<file path="config.mk">
export PLATFORM = sky130hd
export DESIGN_NAME = fp_operand_issuer
export DESIGN_NICKNAME = d
export VERILOG_FILES = /design/src/rtl/fp_operand_issuer.sv
export SDC_FILE = /design/constraint.sdc
export NUM_CORES = 1
export LEC_CHECK = 0
export CORE_ASPECT_RATIO = 1.2
export CORE_UTILIZATION = 40
export DETAILED_ROUTE_END_ITERATION = 8
export REMOVE_ABC_BUFFERS = 1
export SYNTH_ARGS = -nofsm -noshare
export SYNTH_HDL_FRONTEND = slang
export SYNTH_SLANG_ARGS = --single-unit
</file>
<file path="constraint.sdc">
create_clock -name clk -period 3.25 [get_ports clk]
set_clock_uncertainty 0.2 [all_clocks]
set_input_delay 0.975 -clock clk [delete_from_list [all_inputs] [get_ports clk]]
set_output_delay 0.975 -clock clk [all_outputs]
set_load 0.05 [all_outputs]
</file>
<file path="src/rtl/fp_operand_issuer.sv">
// Operand issuer for the pipelined FP add/sub datapath: FIFO-buffered IEEE-754 pairs are
// unpacked and magnitude-ordered; sign/flags ride a delay line matched to the adder latency.
// Define FP_ISSUE_SPECIAL_EN to enable the Inf/NaN/zero special-case flag on res_special.
module fp_operand_issuer #(
    parameter int DEPTH   = 4,
    parameter int LATENCY = 4
) (
    input  logic                       clk,
    input  logic                       rst,
    input  logic                       in_valid,
    output logic                       in_ready,
    input  logic [31:0]                in_a,
    input  logic [31:0]                in_b,
    input  logic                       in_op,
    input  logic                       hold,
    output logic [22:0]                a,
    output logic [7:0]                 p,
    output logic [22:0]                b,
    output logic [7:0]                 q,
    output logic                       m,
    output logic                       issue_valid,
    output logic                       res_valid,
    output logic                       res_sign,
    output logic                       res_special,
    output logic [$clog2(DEPTH):0]     count
);

    localparam int PW = $clog2(DEPTH);
    localparam int CW = PW + 1;
    localparam logic [CW-1:0] DEPTH_C = CW'(DEPTH);

    // Handshake: a pair transfers at a rising edge when in_valid && in_ready; in_ready depends
    // only on occupancy, so a full FIFO refuses even when a pop happens on the same edge.
    logic              push;
    logic              pop;
    logic [PW-1:0]     wr_ptr_q, wr_ptr_d;
    logic [PW-1:0]     rd_ptr_q, rd_ptr_d;
    logic [CW-1:0]     count_q, count_d;
    logic [64:0]       fifo_mem_q [DEPTH];

    logic [31:0]       ent_a;
    logic [31:0]       ent_b;
    logic              ent_op;
    logic [30:0]       mag_a;
    logic [30:0]       mag_b;
    logic              swap;
    logic              eff_add;
    logic              sign_calc;

    logic [22:0]       a_q, a_d;
    logic [7:0]        p_q, p_d;
    logic [22:0]       b_q, b_d;
    logic [7:0]        q_q, q_d;
    logic              m_q, m_d;
    logic              issue_valid_q, issue_valid_d;
    logic              sign_q, sign_d;

    logic [LATENCY-1:0] dly_valid_q, dly_valid_d;
    logic [LATENCY-1:0] dly_sign_q, dly_sign_d;

    assign in_ready = (count_q < DEPTH_C);
    assign push     = in_valid && in_ready;
    assign pop      = (count_q != '0) && !hold;

    assign {ent_a, ent_b, ent_op} = fifo_mem_q[rd_ptr_q];
    assign mag_a = ent_a[30:0];
    assign mag_b = ent_b[30:0];

    always_comb begin
        swap      = (mag_b > mag_a);
        eff_add   = ~(ent_a[31] ^ ent_b[31] ^ ent_op);
        sign_calc = ent_a[31];
        // Exact cancellation yields +0; otherwise the larger operand decides the sign.
        if ((mag_a == mag_b) && !eff_add) begin
            sign_calc = 1'b0;
        end else if (swap) begin
            sign_calc = ent_op ? ~ent_b[31] : ent_b[31];
        end
    end

    always_comb begin
        wr_ptr_d = wr_ptr_q;
        rd_ptr_d = rd_ptr_q;
        count_d  = count_q;
        if (push) begin
            wr_ptr_d = wr_ptr_q + PW'(1);
        end
        if (pop) begin
            rd_ptr_d = rd_ptr_q + PW'(1);
        end
        case ({push, pop})
            2'b10:   count_d = count_q + CW'(1);
            2'b01:   count_d = count_q - CW'(1);
            default: count_d = count_q;
        endcase
    end

    always_comb begin
        a_d           = a_q;
        p_d           = p_q;
        b_d           = b_q;
        q_d           = q_q;
        m_d           = m_q;
        sign_d        = sign_q;
        issue_valid_d = pop;
        if (pop) begin
            a_d    = swap ? ent_b[22:0]  : ent_a[22:0];
            p_d    = swap ? ent_b[30:23] : ent_a[30:23];
            b_d    = swap ? ent_a[22:0]  : ent_b[22:0];
            q_d    = swap ? ent_a[30:23] : ent_b[30:23];
            m_d    = eff_add;
            sign_d = sign_calc;
        end
    end

    always_comb begin
        dly_valid_d    = '0;
        dly_sign_d     = '0;
        dly_valid_d[0] = issue_valid_q;
        dly_sign_d[0]  = sign_q;
        for (int i = 1; i < LATENCY; i++) begin
            dly_valid_d[i] = dly_valid_q[i-1];
            dly_sign_d[i]  = dly_sign_q[i-1];
        end
    end

    always_ff @(posedge clk) begin
        if (push) begin
            fifo_mem_q[wr_ptr_q] <= {in_a, in_b, in_op};
        end
    end

    always_ff @(posedge clk) begin
        if (rst) begin
            wr_ptr_q      <= '0;
            rd_ptr_q      <= '0;
            count_q       <= '0;
            a_q           <= '0;
            p_q           <= '0;
            b_q           <= '0;
            q_q           <= '0;
            m_q           <= 1'b0;
            issue_valid_q <= 1'b0;
            sign_q        <= 1'b0;
            dly_valid_q   <= '0;
            dly_sign_q    <= '0;
        end else begin
            wr_ptr_q      <= wr_ptr_d;
            rd_ptr_q      <= rd_ptr_d;
            count_q       <= count_d;
            a_q           <= a_d;
            p_q           <= p_d;
            b_q           <= b_d;
            q_q           <= q_d;
            m_q           <= m_d;
            issue_valid_q <= issue_valid_d;
            sign_q        <= sign_d;
            dly_valid_q   <= dly_valid_d;
            dly_sign_q    <= dly_sign_d;
        end
    end

`ifdef FP_ISSUE_SPECIAL_EN
    logic               special_calc;
    logic               special_q, special_d;
    logic [LATENCY-1:0] dly_special_q, dly_special_d;

    // Inf/NaN on either side, or a true zero on either side.
    assign special_calc = (ent_a[30:23] == 8'hFF) || (ent_b[30:23] == 8'hFF) ||
                          (mag_a == '0) || (mag_b == '0);

    always_comb begin
        special_d = pop ? special_calc : special_q;
        dly_special_d    = '0;
        dly_special_d[0] = special_q;
        for (int i = 1; i < LATENCY; i++) begin
            dly_special_d[i] = dly_special_q[i-1];
        end
    end

    always_ff @(posedge clk) begin
        if (rst) begin
            special_q     <= 1'b0;
            dly_special_q <= '0;
        end else begin
            special_q     <= special_d;
            dly_special_q <= dly_special_d;
        end
    end

    assign res_special = dly_special_q[LATENCY-1];
`else
    assign res_special = 1'b0;
`endif

    assign a           = a_q;
    assign p           = p_q;
    assign b           = b_q;
    assign q           = q_q;
    assign m           = m_q;
    assign issue_valid = issue_valid_q;
    assign res_valid   = dly_valid_q[LATENCY-1];
    assign res_sign    = dly_sign_q[LATENCY-1];
    assign count       = count_q;

endmodule

</file>
# [Word level (Yosys, flattened, before mapping)]
# Memories as Yosys holds them, arrays and structs flattened. A register that Yosys moved wholly into a read port is not among the register bits.
# Cells that the tools add are included.
[word_totals] ram_bits=260 ff_bits=80 wordCells=44 n_memories=1
[mem_list] memory="fifo_mem_q" depth=4 word_bits=65 rd=1 rd_ports_with_merged_regs=1 wr=1 line_no="39" text="logic [64:0] fifo_mem_q [DEPTH];"
[op_classes] n_lt_le_gt_ge=2 addsub=4 bitwise_logic=4 muxes=12 n_reduce_logical=6 n_eq_ne=3
[ops] operator="$mux 23" n=2
[ops] operator="$eq 31x31->1" n=1
[ops] operator="$gt 31x31->1" n=1
[ops] operator="$mux 8" n=2
[ops] operator="$pmux 3 s2" n=1
[ops] operator="$mux 1" n=5
[ops] operator="$add 2x1->2 const B" n=2
[ops] operator="$mux 2" n=2
[ops] operator="$add 3x1->3 const B" n=1
[ops] operator="$logic_and 1x1->1" n=3
[ops] operator="$lt 3x3->1 const B" n=1
[ops] operator="$reduce_bool 3->1" n=1
[ops] operator="$sub 3x1->3 const B" n=1
[ops] operator="$eq 2x1->1 const B" n=1
[ops] operator="$eq 2x2->1 const B" n=1
[ops] operator="$not 1->1" n=2
[ops] operator="$reduce_bool 2->1" n=1
[ops] operator="$xor 1x1->1" n=2
[ops] operator="$logic_not 1->1" n=1

# [Logic depth before layout (Yosys ltp)]
# Gate-level depths: netlist (run 1).
[logic_depth] ltp_word=4 mapped_depth=13 ltp_nobuf=9

# [Worst setup path after synthesis (run 1)]
# Ideal clock, no wire load.
[synth_timing] kind="register -> register" startpoint="register (tool-made name)" endpoint="register b_q[10] (netlist: b[10])" arrival_ps=3220 period_less_slack_ps=3540 path_buffers=3 required_ps=2931 stages_incl_launch_ff=12 path_slack_ps=-290 cell_sequence="dfxtp_1 -> buf_2 -> buf_2 -> mux4_2 -> ha_1 -> nand3_1 -> or4_4 -> nand2b_1 -> a41oi_4 -> buf_2 -> o31a_1 -> o21ai_1"
[synth_lines] element="end signal: assignment" line_no="140" text="b_q <= '0;"
[synth_lines] element="end signal: assignment" line_no="153" text="b_q <= b_d;"
[synth_lines] element="end: declaration" line_no="52" text="logic [22:0] b_q, b_d;"

==> flow_summary_export.csv, run 1 <==
group,metric,value,unit
timing,setup_tns,-16.02,ns
placed_design,globalplace.congestion,0.7459,
synth,synthFlopType,"sky130_fd_sc_hd__edfxtp_1",
synth,synth_area_leader_cell,"sky130_fd_sc_hd__edfxtp_1",
critical_path,cpLargestDelayFamily,"simple AND/OR/NAND/NOR gates",
layout,nNetsFinal,1192,
synth,synth_enable_flop_cells,260,
pwr,total_leakage_power,6.027,nW
floorplan,start_util,0.4100,
run,timing.max_cap.violations,0,
global_routing,grt_first_pass_wirelength,47630,um
global_routing,maximum_number_of_pins_on_one_net_before_global_route_repair,42,
synth,syn_avg_cell_area,15.54,um2
timing,final_max_slew_viol_count,0,
routing,met2_length,15590,um
critical_path,critPathKind,"flip-flop to flip-flop",
critical_path,crit_path_required_time,3.45,ns
routing,detail_route.vias_per_cell,5.192,
routing,wl_met3,1814,um
routing,residual_drc,0,
timing,timing.final.ws_setup,-0.2963,ns
routing,number_of_detailed_route_iterations_in_the_first_pass,4,
clock_tree,tritoncts_clock_tree,"yes",
layout,sequential_cell_area,0.009457,mm2
layout,layout-drive-gt1-share,0.2075,
routing,routed-via-count,8121,
clock_tree,clock_tree.root_cell,"sky130_fd_sc_hd__clkbuf_16",
timing,finalSetupViolCount,63,
global_routing,grt_overflow_total,0,
timing,worst-slew-pin-transition,0.5252,ns
routing,top_signal_layer_used,"met4",
floorplan,row_count,73,
outcome,violations,"setup timing",
synth,postSynthCellCount,882,
layout,layout-area-overhead-vs-synth,29.69,%
synth,async_reset_ff_frac,0,
pwr,vdd_drop_max,0.6692,mV
placed_design,detailedPlacementHpwl,19640,um
floorplan,floorplan.die_area,0.03501,mm2
clock_tree,cts-root-to-sink-buffers,3,
timing,final_min_period_over_clock_period,1.091,
synth,synth_seq_area_share,0.6894,
global_routing,overall_track_demand_over_capacity_in_global_routing,0.1832,
routing,antenna_nets_post_route,0,
clock_tree,cts_sinks,342,
critical_path,cpMaxStageDelayCell,"sky130_fd_sc_hd__or4_4",
timing,unrepaired_setup_endpoints_after_global_routing,"yes",
synth,yosys.cell_count.top_type,"sky130_fd_sc_hd__edfxtp_1",
critical_path,endpoint_kind,"flip-flop",
synth,synth.top_cells.by_area,"sky130_fd_sc_hd__edfxtp_1 57%, sky130_fd_sc_hd__dfxtp_1 12%, sky130_fd_sc_hd__mux4_2 11%",
routing,drtIter0Drc,621,
pwr,powerDensity,987.0,mW/mm2
outcome,outcome,"finished with violations",
synth,synth_largest_type_area_fraction,0.5696,
clock_tree,worstSkewPairLatency,0.53,ns
critical_path,crit_path_max_fanout,16,
layout,multi_input_comb_area,0.004030,mm2
timing,report.final.hold_viol_count,0,
layout,final.fill_count,2787,
synth,ys_top_cells_by_count,"260 x sky130_fd_sc_hd__edfxtp_1, 133 x sky130_fd_sc_hd__nand2_1, 82 x sky130_fd_sc_hd__dfxtp_1",
timing,relSlewSlack,0.6488,
critical_path,critPathMaxStageDelay,0.63,ns
critical_path,cpMostUsedCell,"sky130_fd_sc_hd__buf_12",
floorplan,floorplan.die.height,204.8,um
clock_tree,cts-htree-levels,2,
critical_path,path_buf_inv,4,
global_routing,grt_antenna_before_repair,1,
routing,routedWlPerCell,19.92,um
synth,synth.distinct_cells,39,
floorplan,ioPinCount,140,
placed_design,numPortBuffers,138,
critical_path,critical_path_arrival,3.75,ns
routing,wl_met1,13000,um
synth,ys_seq_elements,342,
layout,fraction_of_the_core_area_covered_by_cells_at_the_end_of_the_flow,0.5318,
critical_path,timing.critical_path.cells,"buf_12 > buf_12 > mux4_2 > ha_4 > nand4_1 > or4_4 > nor3b_4 > a41oi_4 > nor2_4 > buf_12 > buf_12 > o21ai_1",
timing,final_period_minus_worst_setup_slack,3.546,ns
critical_path,kind_of_launch_point_of_the_worst_setup_path,"flip-flop",
routing,totalWireLength,31160,um
floorplan,fp.dieW,171.0,um
timing,fmax,0.2820,GHz
global_routing,first_global_vias,8400,
clock_tree,cts.reportedPaths.clkPinSlew,0.06,ns
synth,synthesis.area,0.01371,mm2
synth,ys_warn_count,0,
min_path,worst_hold_path_type,"flip-flop to flip-flop",
clock_tree,cts-buffers-inserted,36,
floorplan,core_area,0.03343,mm2
final timing paths:
kind,start,slack [ns],cells past startpoint,end
max,flip-flop,-0.30,12,b[9]
min,dly_sign_q[2],0.24,1,dly_sign_q[3]
max reg2reg,flip-flop,-0.30,12,b[9]
min reg2reg,dly_sign_q[2],0.24,1,dly_sign_q[3]
cells by family (layout without fill, tap and decap cells):
logic type	Yosys count	in the layout	synth area share
compound gates	156	156	0.07905
fa+ha+maj	37	37	0.03432
xor+xnor	10	10	0.006390
simple gates	184	184	0.05742
other cells	1	2	0.0002736
mux	64	64	0.1052
buf+inv	88	319	0.02802
flops	342	342	0.6894
worst reg2reg max path: cells and delay by family (launching register included):
family / cells / cell delay (ns)
buffers and inverters: 4 / 0.55
AO/OA/AOI/OAI: 2 / 0.19
multiplexers: 1 / 0.54
AND/OR/NAND/NOR: 4 / 1.28
adder cells (fa/ha/maj): 1 / 0.29
flip-flops: 1 / 0.39
power breakdown:
group	internal, W	switching, W
Sequential	0.00553	0.000373
Combinational	0.00327	0.00438
Clock	0.00235	0.00165
state kept, by name (all words and copies together) (netlist names), named ones only:
register / cells
a: 23
issue_valid: 1
b: 23
wr_ptr_q: 2
dly_sign_q: 4
count: 3
q: 8
fifo_mem_q: 260
rd_ptr_q: 2
sign_q: 1
dly_valid_q: 4
m: 1
p: 8
routing by layer:
| metal | GRT usage | vias to the layer above |
|---|---|---|
| met5 | 0 | - |
| met4 | 0.06059 | 0 |
| met3 | 0.03651 | 48 |
| met2 | 0.3134 | 224 |
| met1 | 0.2317 | 4067 |
| li1 | - | 3782 |
timing repair:
action | 4_1_cts | 5_1_grt
buffers inserted | 15 | 5
gates resized for setup | 29 | 10
gates cloned | 2 | 0
pin swaps | 17 | 4
endpoints found under the hold margin | 0 | 0
hold buffers | 0 | 0
setup endpoints to repair | 63 | 63
layout make-up:
type / count / share of cell area
flip-flops and latches: 342 / 0.5320
well taps: 450 / 0.03167
diodes: 1 / 0.0001408
clock inverters: 17 / 0.008516
clock buffers: 48 / 0.05666
multi-input cells: 452 / 0.2267
inverters: 39 / 0.008235
repair buffers: 215 / 0.1361
cell usage in the layout (no fill, tap or decap), drive strengths merged, types with 42 or more instances in the layout:
master           n
buf             77
clkbuf          48
clkdlybuf4s50  138
dfxtp           82
edfxtp         260
inv             42
mux4            64
nand2          133
o21ai           69
o31a            62
per-stage QoR:
| stage | instance area, um2 | worst slack (ns) | cells | power [W] | hold slack [ns] |
|---|---|---|---|---|---|
| after global routing | 17780 | -0.4134 | 1564 | 0.01842 | 0.2510 |
| after detailed placement | 16160 | -0.3851 | 1476 | 0.01295 | 0.2278 |
| after CTS | 17670 | -0.2869 | 1558 | 0.01761 | 0.2413 |
| final | 17780 | -0.2963 | 1564 | 0.01755 | 0.2362 |
| after global placement | 16160 | -0.3831 | 1476 | 0.01288 | 0.2181 |
| after floorplan | 13470 | -4.390 | 833 | 0.01008 | 0.2138 |
(Power assumes the default switching activity.)
==> inputs of run 2 (changes only) <==
--- a/config.mk
+++ b/config.mk
@@ -8,6 +8,7 @@
 export CORE_ASPECT_RATIO = 1.2
 export CORE_UTILIZATION = 40
 export DETAILED_ROUTE_END_ITERATION = 8
+export RECOVER_POWER = 100
 export REMOVE_ABC_BUFFERS = 1
 export SYNTH_ARGS = -nofsm -noshare
 export SYNTH_HDL_FRONTEND = slang
==> flow_summary_export.csv, run 2 (synthesis gave the netlist of run 1 again) <==
group,metric,value,unit
pwr,power.switching_fraction,0.3678,
outcome,outcome,"finished with violations",
layout,mostFrequentLayoutCell,"sky130_fd_sc_hd__edfxtp_1",
floorplan,core_area,0.03343,mm2
clock_tree,cts-htree-levels,2,
routing,residual_drc,0,
pwr,p_seq_frac,0.340,
routing,drtIter0Drc,646,
timing,relSlewSlack,0.06584,
floorplan,row_count,73,
layout,largest_reg_flops,260,
timing,report.final.hold_viol_count,0,
timing,worst-slew-pin-transition,1.400,ns
layout,regMostFlops,"fifo_mem_q",
pwr,logic_pwr_share,0.429,
routing,routed-via-count,8100,
timing,final_max_slew_viol_count,0,
clock_tree,cts-buffers-inserted,36,
clock_tree,cts.reportedPaths.clkPinSlew,0.06,ns
critical_path,r2r_slack,-0.30,ns
critical_path,critical_path_arrival,3.75,ns
pwr,powerDensity,980.6,mW/mm2
placed_design,globalplace.congestion,0.7459,
clock_tree,cts_hold_buffers,0,
layout,layout-area-overhead-vs-synth,28.87,%
critical_path,crit_path_max_fanout,16,
run,timing.max_cap.violations,0,
critical_path,endpoint_kind,"flip-flop",
layout,layout-drive-gt1-share,0.2022,
clock_tree,clock_tree.root_cell,"sky130_fd_sc_hd__clkbuf_16",
global_routing,grt_antenna_before_repair,6,
timing,fmax,0.2817,GHz
routing,routedWlPerCell,19.86,um
critical_path,kind_of_launch_point_of_the_worst_setup_path,"flip-flop",
critical_path,crit_path_required_time,3.45,ns
routing,antenna_nets_post_route,0,
timing,final_period_minus_worst_setup_slack,3.550,ns
timing,finalSetupViolCount,118,
timing,unrepaired_setup_endpoints_after_global_routing,"yes",
clock_tree,tritoncts_clock_tree,"yes",
routing,number_of_detailed_route_iterations_in_the_first_pass,5,
layout,final.fill_count,2800,
timing,setup_tns,-24.56,ns
critical_path,critPathKind,"flip-flop to flip-flop",
placed_design,placed_cells_incl_taps,1476,
routing,detail_route.vias_per_cell,5.172,
floorplan,fp.dieW,171.0,um
pwr,total_leakage_power,6.211,nW
placed_design,detailedPlacementHpwl,19640,um
global_routing,maximum_number_of_pins_on_one_net_before_global_route_repair,42,
floorplan,floorplan.die_area,0.03501,mm2
global_routing,grt_overflow_total,0,
clock_tree,cts_sinks,342,
placed_design,dp_worst_setup_slack,-0.3851,ns
floorplan,ioPinCount,140,
timing,timing.final.ws_setup,-0.2996,ns
floorplan,start_util,0.4100,
global_routing,first_global_vias,8400,
floorplan,floorplan.die.height,204.8,um
clock_tree,cts-root-to-sink-buffers,3,
timing,final_min_period_over_clock_period,1.092,
layout,layout_common_cells,"260 x sky130_fd_sc_hd__edfxtp_1, 137 x sky130_fd_sc_hd__dlygate4sd3_1, 133 x sky130_fd_sc_hd__nand2_1, 80 x sky130_fd_sc_hd__dfxtp_1, 64 x sky130_fd_sc_hd__mux4_2",
clock_tree,worstSkewPairLatency,0.53,ns
layout,final_cell_count_no_fill,1566,
global_routing,grt_first_pass_wirelength,47630,um
routing,totalWireLength,31100,um
outcome,violations,"setup timing",
pwr,power_report.internal_total,0.01095,W
global_routing,overall_track_demand_over_capacity_in_global_routing,0.1832,
layout,nNetsFinal,1192,
pwr,vdd_drop_max,0.6501,mV
pwr,power.clock.fraction,0.231,
min_path,hold_start,"dly_sign_q[2]",
pwr,sw_pwr,0.006372,W
min_path,worst_hold_path_type,"flip-flop to flip-flop",
placed_design,numPortBuffers,138,
run 2: cell types whose count changed in the layout (fill, tap and decap cells not counted), sizes merged:
cell / change
diode: +2
clkdlybuf4s50: -137
dlygate4sd3: +137
buf: -9
clkbuf: +9
run 2: repair_timing:
item                                    CTS  global route
resized for setup                        29            10
pin swaps                                17             4
gates cloned                              2             0
setup buffers                            15             5
endpoints found under the setup margin   63            63
run 2: stage by stage:
stage                     instance area (um2)  hold slack (ns)  power (W)  utilization
after floorplan                         13470           0.2138    0.01008            -
after global placement                  16160           0.2181    0.01288       0.4835
after detailed placement                16160           0.2278    0.01295       0.4835
after CTS                               17670           0.2413    0.01761       0.5287
after global routing                    17660           0.2510    0.01821       0.5283
final                                   17660           0.2362    0.01732       0.5284
run 2: path summary, 6_finish.rpt:
| path | to | cells after the start |
|---|---|---|
| setup / recovery | b[9] | 12 |
| hold / removal | dly_sign_q[3] | 1 |
| setup reg to reg | b[9] | 12 |
| hold reg to reg | dly_sign_q[3] | 1 |
run 2: power groups by stage:
stage	sequential, W	combinational [W]	clock (W)
after floorplan	0.00739	0.00269	0
after global placement	0.00599	0.00689	0
after detailed placement	0.00601	0.00694	0
after CTS	0.00592	0.00760	0.00409
after global routing	0.00598	0.00797	0.00426
final	0.00589	0.00743	0.00401
run 2: critical path, cell delays in order (launching register included):
cell,delay [ns]
sky130_fd_sc_hd__dfxtp_4,0.39
sky130_fd_sc_hd__buf_12,0.13
sky130_fd_sc_hd__buf_12,0.11
sky130_fd_sc_hd__mux4_2,0.54
sky130_fd_sc_hd__ha_4,0.29
sky130_fd_sc_hd__nand4_1,0.15
sky130_fd_sc_hd__or4_4,0.63
sky130_fd_sc_hd__nor3b_4,0.29
sky130_fd_sc_hd__a41oi_4,0.11
sky130_fd_sc_hd__nor2_4,0.19
sky130_fd_sc_hd__buf_12,0.15
sky130_fd_sc_hd__buf_12,0.15
sky130_fd_sc_hd__o21ai_1,0.08
run 2: cell type report:
cell class / count / area [um2] / share of cell area
Timing Repair Buffer: 215 / 2312 / 0.1309
Sequential cell: 342 / 9457 / 0.5353
Tap cell: 450 / 563.0 / 0.03187
Clock inverter: 17 / 151.4 / 0.008571
Antenna cell: 3 / 7.507 / 0.0004250
Clock buffer: 48 / 1007 / 0.05702
Inverter: 39 / 146.4 / 0.008287
Multi-Input combinational cell: 452 / 4020 / 0.2276
run 2: metal layers:
metal	GRT usage	wire length (um)
met4	0.06059	730
met3	0.03651	1820
met5	0	46
met2	0.3134	15630
met1	0.2317	12870
